File: src/rtl/countdown_timer_pkg.sv
// countdown_timer_pkg: field widths, limits and state encoding shared with the stopwatch
package countdown_timer_pkg;
    localparam int HOURS_W   = 5;
    localparam int MIN_SEC_W = 6;
    localparam logic [HOURS_W-1:0]   MAX_HOURS   = 5'd23;
    localparam logic [MIN_SEC_W-1:0] MAX_MIN_SEC = 6'd59;
    typedef enum logic [1:0] {
        IDLE    = 2'd0,
        RUN     = 2'd1,
        PAUSED  = 2'd2,
        EXPIRED = 2'd3
    } state_t;
    function automatic logic [MIN_SEC_W-1:0] sat_min_sec(input logic [MIN_SEC_W-1:0] v);
        return (v > MAX_MIN_SEC) ? MAX_MIN_SEC : v;
    endfunction
    function automatic logic [HOURS_W-1:0] sat_hours(input logic [HOURS_W-1:0] v);
        return (v > MAX_HOURS) ? MAX_HOURS : v;
    endfunction
endpackage

File: src/rtl/countdown_tick_gen.sv
// countdown_tick_gen: clock-enable divider, tick on the last count of every DIV enabled cycles
module countdown_tick_gen #(
    parameter int DIV = 4
) (
    input  logic clk,
    input  logic rst_n,
    input  logic enable,
    input  logic restart,
    output logic tick
);
    localparam int W = (DIV > 1) ? $clog2(DIV) : 1;
    localparam logic [W-1:0] LAST = W'(DIV - 1);
    logic [W-1:0] cnt;
    assign tick = enable && !restart && (cnt == LAST);
    always_ff @(posedge clk or negedge rst_n) begin
        if (!rst_n)
            cnt <= '0;
        else if (restart)
            cnt <= '0;
        else if (enable)
            cnt <= (cnt == LAST) ? '0 : cnt + 1'b1;
    end
endmodule

File: src/rtl/countdown_timer.sv
// countdown_timer: settable H:M:S countdown with pause/resume and expiry alarm
module countdown_timer
    import countdown_timer_pkg::*;
#(
    parameter int CLK_HZ  = 50000000,
    parameter int TICK_HZ = 1
) (
    input  logic                 clk,
    input  logic                 rst_n,
    input  logic                 load,
    input  logic [HOURS_W-1:0]   load_hours,
    input  logic [MIN_SEC_W-1:0] load_minutes,
    input  logic [MIN_SEC_W-1:0] load_seconds,
    input  logic                 start,
    input  logic                 pause,
    input  logic                 clear,
    output logic [HOURS_W-1:0]   hours,
    output logic [MIN_SEC_W-1:0] minutes,
    output logic [MIN_SEC_W-1:0] seconds,
    output logic                 running,
    output logic                 done,
    output logic                 alarm
);
    localparam int DIV = CLK_HZ / TICK_HZ;
    state_t state, state_nxt;
    logic [HOURS_W-1:0]   h_nxt, h_dec;
    logic [MIN_SEC_W-1:0] m_nxt, m_dec, s_nxt, s_dec;
    logic                 done_nxt, tick, load_ok, time_nz, dec_zero;
    assign load_ok = load && (state != RUN);
    assign time_nz = (hours != '0) || (minutes != '0) || (seconds != '0);
    assign running = (state == RUN);
    assign alarm   = (state == EXPIRED);
    countdown_tick_gen #(.DIV(DIV)) u_tick (
        .clk     (clk),
        .rst_n   (rst_n),
        .enable  (state == RUN),
        .restart (clear || load_ok),
        .tick    (tick)
    );
    // borrow chain: seconds wrap to 59 and borrow from minutes, minutes likewise from hours
    always_comb begin
        s_dec    = (seconds != '0) ? seconds - 6'd1 : MAX_MIN_SEC;
        m_dec    = (seconds != '0) ? minutes : ((minutes != '0) ? minutes - 6'd1 : MAX_MIN_SEC);
        h_dec    = (seconds == '0 && minutes == '0) ? hours - 5'd1 : hours;
        dec_zero = (h_dec == '0) && (m_dec == '0) && (s_dec == '0);
    end
    always_comb begin
        state_nxt = state;
        h_nxt     = hours;
        m_nxt     = minutes;
        s_nxt     = seconds;
        done_nxt  = 1'b0;
        if (clear) begin
            state_nxt = IDLE;
            h_nxt     = '0;
            m_nxt     = '0;
            s_nxt     = '0;
        end else if (load_ok) begin
            state_nxt = IDLE;
            h_nxt     = sat_hours(load_hours);
            m_nxt     = sat_min_sec(load_minutes);
            s_nxt     = sat_min_sec(load_seconds);
        end else if (state == RUN) begin
            if (tick) begin
                h_nxt = h_dec;
                m_nxt = m_dec;
                s_nxt = s_dec;
            end
            if (tick && dec_zero) begin
                state_nxt = EXPIRED;
                done_nxt  = 1'b1;
            end else if (pause) begin
                state_nxt = PAUSED;
            end
        end else if (start && (state == IDLE || state == PAUSED) && time_nz) begin
            state_nxt = RUN;
        end
    end
    always_ff @(posedge clk or negedge rst_n) begin
        if (!rst_n) begin
            state   <= IDLE;
            hours   <= '0;
            minutes <= '0;
            seconds <= '0;
            done    <= 1'b0;
        end else begin
            state   <= state_nxt;
            hours   <= h_nxt;
            minutes <= m_nxt;
            seconds <= s_nxt;
            done    <= done_nxt;
        end
    end
endmodule

File: config.mk
export PLATFORM = sky130hd
export DESIGN_NAME = countdown_timer
export DESIGN_NICKNAME = d
export VERILOG_FILES = /design/src/rtl/countdown_timer_pkg.sv /design/src/rtl/countdown_tick_gen.sv /design/src/rtl/countdown_timer.sv
export SDC_FILE = /design/constraint.sdc
export NUM_CORES = 1
export LEC_CHECK = 0
export BUFFER_PORTS_ARGS = -buffer_cell sky130_fd_sc_hd__buf_2
export CAP_MARGIN = 30
export CELL_PAD_IN_SITES_DETAIL_PLACEMENT = 1
export CELL_PAD_IN_SITES_GLOBAL_PLACEMENT = 2
export CORE_ASPECT_RATIO = 1.2
export CORE_MARGIN = 2
export CORE_UTILIZATION = 39
export CTS_BUF_LIST = sky130_fd_sc_hd__clkbuf_8
export CTS_CLUSTER_DIAMETER = 100
export DETAILED_ROUTE_END_ITERATION = 16
export GPL_TIMING_DRIVEN = 0
export PLACE_DENSITY = 0.95
export SYNTH_ARGS = -nofsm -noshare
export SYNTH_HDL_FRONTEND = slang
export SYNTH_SLANG_ARGS = --single-unit
File: constraint.sdc
create_clock -name clk -period 7.5 [get_ports clk]
set_clock_uncertainty 0.15 [all_clocks]
set_input_delay 1.5 -clock clk [delete_from_list [all_inputs] [get_ports clk]]
set_output_delay 1.5 -clock clk [all_outputs]
set_load 0.005 [all_outputs]
Word-level counts from Yosys, hierarchy flattened. Cells that the tools add are included.

$add $sub $neg: 4. Multipliers: 0. Divide/modulo/power cells: 0. Magnitude comparators: 3. Equality and inequality tests: 6. Shift operators: 0. Muxes and demuxes: 32. Bitwise operators: 0. Reductions and logical operators: 29.

Operators by type and width (count): 26-bit two-way mux (3); 6-bit two-way mux (13); 5-bit two-way mux (6); 26-bit by 1-bit adder with 26-bit output, second input constant (1); 26-bit equality test, second input constant (1); 6-bit zero test (4); 6-bit greater-than comparator, second input constant (2); 2-bit two-way mux (6); 6-bit nonzero test (2); 6-bit by 1-bit subtractor with 6-bit output, second input constant (2); 1-bit logical AND (9); 3-bit nonzero test (2); 5-bit greater-than comparator, second input constant (1); 5-bit zero test (1); 5-bit inequality test, second input constant (1); 5-bit nonzero test (1); 5-bit by 1-bit subtractor with 5-bit output, second input constant (1); 2-bit equality test, second input constant (2); 1-bit logical OR (4); 1-bit two-way mux (4); 2-bit AND reduction (2); 4-bit nonzero test (1); 2-bit by 1-bit equality test with 1-bit output, second input constant (1); 2-bit zero test (1); 3 further kinds (3).

Flip-flop bits (word level): 46. Bits in latches: 0. Bits in writable memories: 0. Bits in read-only memories: 0. Input port bits: 23. Output and inout port bits: 20. Logic and storage cells: 80. Memories kept: 0.

Depth between registers and ports, before layout.
Depth in word-level cells: 11. Gate-level depth with buffers: 9. Gate-level depth less buffers: 8.

Modules after synthesis. From an unflattened synthesis, not the netlist that was laid out.

Cell total of the unflattened synthesis: 394. Area total of the unflattened synthesis: 3304.4 sq um.

By module, submodules not included: countdown_tick_gen (instances 1, cells each 192, area each 1661.6 sq um, seq. area each 650.6 sq um); countdown_timer (instances 1, cells each 202, area each 1642.8 sq um, seq. area each 500.5 sq um).

Worst setup path after synthesis. No wires, ideal clock.

Path kind: input-to-reg. Start: in clear. End: reg state[1]. Setup time: 0.076 ns. Arrival: 2.691 ns. Data required time: 7.274 ns. Setup slack: 4.583 ns. Cell stages on the path: 6. Path buffers: 0. Path through: nor4b_1 -> nand4_1 -> a221oi_1 -> nand4_1 -> o31a_2 -> o21ai_1.

Longest elaborated chain between the ends: 9. Elaborated cells between the ends (all ways): 12. Those cells by class: eq/ne (1); mux (4); reduce/logical (7).

Ends and longest elaborated chain: from (decl) (line countdown_timer.sv:16) `input logic clear,`; 1-bit logical OR (line countdown_timer.sv:37) `.restart (clear || load_ok),`; 1-bit zero test (line countdown_tick_gen.sv:14) `assign tick = enable && !restart && (cnt == LAST);`; 1-bit logical AND (2 in a row) (line countdown_tick_gen.sv:14); 1-bit logical AND (line countdown_timer.sv:69) `if (tick && dec_zero) begin`; 2-bit two-way mux (line countdown_timer.sv:69); 2-bit two-way mux (line countdown_timer.sv:63) `end else if (state == RUN) begin`; 2-bit two-way mux (line countdown_timer.sv:58) `end else if (load_ok) begin`; 2-bit two-way mux (line countdown_timer.sv:53) `if (clear) begin`; to (signal assigned) (line countdown_timer.sv:87) `state <= state_nxt;`; to (decl) (line countdown_timer.sv:25) `state_t state, state_nxt;`.

Parallel ways exist; a longest one is shown, timed or not. A chain may end at the register's enable or synchronous reset.

Final worst setup path.
Start: in load. End: reg u_tick.cnt[16].

Longest elaborated chain between the ends: 3. Elaborated cells between the ends (all ways): 4. Those cells by class: mux (1); reduce/logical (3).

Ends and longest elaborated chain: from (decl) (line countdown_timer.sv:10) `input logic load,`; 1-bit logical AND (*) (line countdown_timer.sv:29) `assign load_ok = load && (state != RUN);`; 1-bit logical OR (*) (line countdown_timer.sv:37); 26-bit two-way mux / 2-bit nonzero test (equally long branches); to (signal assigned) (line countdown_tick_gen.sv:21) `cnt <= (cnt == LAST) ? '0 : cnt + 1'b1;`; to (decl) (line countdown_tick_gen.sv:13) `logic [W-1:0] cnt;`.

Every way passes the cells marked *; elsewhere a longest branch is shown, timed or not.

==> flow_metrics.tcl <==
set metrics [dict create \
    dp_hpwl_um 7140 \
    vias 3020 \
    slew_headroom_pct 37.5 \
    clockBufferDepth 2 \
    yosysWarningCount 0 \
    synthArstFlopShare_pct 100 \
    fp-row-count 35 \
    n_fill_cell 946 \
    critPathTopFamily "buffers and inverters" \
    finalCriticalPeriod_ns 3.24 \
    ys_seq_elements 46 \
    avgSynthCellArea_um2 8.48 \
    vdd_drop_max_v 0.0000847 \
    clock_sinks 46 \
    synth_flop_cell "dfrtp_1" \
    cp.arrival_ns 3.32 \
    synth_edf_count 0 \
    ios 43 \
    hold_path.class "flip-flop to flip-flop" \
    final.period_utilization_pct 43.2 \
    fin_setup_tns_ns 0 \
    synth.most_common_cell "dfrtp_1" \
    pwr-share-clk_pct 26.7 \
    p_leak_uw 0.00149 \
    tightest_slew_ns 0.930 \
    p_comb_share_pct 27.5 \
    grt_max_degree 26 \
    p_seq_share_pct 45.8 \
    routedWlPerCell_um 18.8 \
    max_stage_delay_ns 0.52 \
    met1_length_um 4150 \
    n_antenna_cell 0 \
    syn_inst 361 \
    top_layer "met4" \
    cts_tree "yes" \
    nets 440 \
    yosysTopAreaCell "dfrtp_1" \
    fp.dieH_um 101 \
    htreeDepth 2 \
    intPower_uw 398 \
    hold_depth 1 \
    drt-initial-drc-count 148 \
    cts_buffers 5 \
    power_density_nw_per_um2 174 \
    critPathKind "input pin to flip-flop" \
    synth_area_um2 3060 \
    cp_common_cell "clkbuf_1" \
    setup_viol 0 \
    ys_types 62 \
    wl_met2_um 4940 \
    worst-r2r-cell-count 8 \
    die-area_um2 8570 \
    grt_pass1_wl_um 15900 \
    clockRootBuffer "clkbuf_8" \
    hold_violations 0 \
    dr.pass1.iters 4 \
    sw_frac_of_total_pct 34.7 \
    clkTransAtPathRegs_ns 0.09 \
    rsz0062_at_grt "no" \
    crit_slowest_cell "clkbuf_1" \
    clk_latency_ns 0.30 \
    cts_resized 0 \
    status "completed" \
    drv_slew 0 \
    grt_usage_pct 23.6 \
    start_util_pct 39.9 \
    synth_nets 390 \
    viasPerCell 5.99 \
    cap_violations 0 \
    drive_above_1_share_pct 16.7 \
    wl_um 9500 \
    fmax_mhz 309 \
    crit_chain "buf_2 > and2_1 > clkbuf_1 > nor3_1 > clkbuf_1 > o21ai_0 > a21oi_1" \
    routabilityCongestion 0.887 \
    cp.required_ns 7.58 \
    wl_met3_um 264 \
    crit_path_start_kind "input pin" \
    cp_num_cells 7 \
    die_w_um 84.9 \
    grt_pass1_vias 3123 \
    yosys-top-cells-count "dfrtp_1 (46), o21ai_0 (35), nand2_1 (34)" \
    p_sw_uw 212 \
    power_uw 610 \
    synthTopCellsByArea "dfrtp_1 (38%), o21ai_0 (5.7%), nand2_1 (4.2%)" \
    cp-end-kind "flip-flop" \
    coreArea_um2 7660 \
    antenna_left 0 \
    crit_fanout 10 \
    grt_remaining_overflow 0 \
    antenna_found_initial 0 \
    syn2layout_area_growth_pct 14.3 \
    timing.critical_path.buf_inv 3 \
    drc 0 \
    hold_buffers 0 \
    yosysSeqAreaShare_pct 37.6 \
    io_buffers 42 \
    post-cts-setup-buffer-count 0 \
    synth_top_area_share_pct 37.6 \
]
==> worst reg2reg max path: cells and delay by family, from the launching register on <==
family                   cells  cell delay (ns)
AO/OA/AOI/OAI                2             0.49
adder cells (fa/ha/maj)      1             0.29
buffers and inverters        1             0.13
flip-flops                   1             0.49
AND/OR/NAND/NOR              4             1.30
==> flip-flops by register name, summed over array words and instances, names as in the netlist <==
register and cells:
minutes 6, u_tick.cnt 26, state 2, done 1
seconds 6, hours 5
==> stage by stage <==
step                      cells  utilization (%)  cell area [µm²]  hold WS [ns]  setup slack (ns)
final                       504             45.6             3500         0.366              4.26
after global routing        504             45.6             3500         0.376              4.04
after CTS                   504             45.6             3500         0.364              4.19
after detailed placement    496             44.4             3410         0.349              3.95
after global placement      495             44.2             3390         0.349              3.99
after floorplan             361                -             3060         0.298              4.58
==> kinds of logic (layout without fill, tap and decap cells) <==
| family | Yosys count | in the layout | share of synthesized area (%) |
|---|---|---|---|
| buffers and inverters | 30 | 81 | 4.05 |
| AO/OA/AOI/OAI | 105 | 105 | 22.3 |
| flip-flops | 46 | 46 | 37.6 |
| adder cells (fa/ha/maj) | 6 | 6 | 2.45 |
| AND/OR/NAND/NOR | 161 | 161 | 29.8 |
| XOR/XNOR | 13 | 13 | 3.72 |
==> placed cells by master (no fill, tap or decap), drive strengths merged, types with 4 or more instances in the layout <==
cell type / synthesis / final
or3: 9 / 9
nor3: 15 / 15
nor4: 6 / 6
and3: 9 / 9
and2: 5 / 5
nand4: 11 / 11
nor2: 32 / 32
buf: 4 / 47
nand3: 14 / 14
nand2b: 7 / 7
ha: 6 / 6
a311oi: 4 / 4
inv: 16 / 17
a31oi: 8 / 8
o31ai: 13 / 13
nor4b: 5 / 5
clkbuf: 10 / 16
o21ai: 38 / 38
a21oi: 16 / 16
dfrtp: 46 / 46
xnor2: 10 / 10
nand2: 34 / 34
==> power groups by stage <==
stage	clock, µW	sequential, µW	combinational (µW)
after floorplan	0	281	108
after global placement	0	283	164
after detailed placement	0	284	168
after CTS	168	279	169
after global routing	177	283	186
final	163	279	168
==> metal layers <==
layer | GRT usage (%) | up-vias
met2 | 41.2 | 56
met1 | 29.4 | 1515
met3 | 3.36 | 10
met5 | 0 | -
li1 | - | 1439
met4 | 9.04 | 0
==> path summary, 6_finish.rpt <==
check,end,from,slack (ns)
max,u_tick.cnt[16],load,4.26
min,u_tick.cnt[25],u_tick.cnt[25],0.37
max reg2reg,state[0],seconds[0],4.55
min reg2reg,u_tick.cnt[25],u_tick.cnt[25],0.37
max in group asynchronous,state[1],rst_n,5.63
min in group asynchronous,u_tick.cnt[2],rst_n,1.03
==> layout make-up <==
cell class | count | area [µm²] | share of cell area, %
Multi-Input combinational cell | 285 | 1790 | 51.1
Sequential cell | 46 | 1150 | 32.9
Timing Repair Buffer | 43 | 230 | 6.58
Tap cell | 92 | 115 | 3.29
Clock buffer | 6 | 82.6 | 2.36
Buffer | 14 | 63.8 | 1.82
Inverter | 16 | 60.1 | 1.72
Clock inverter | 2 | 8.76 | 0.250
Note: power is estimated with default switching activity, not from simulation.
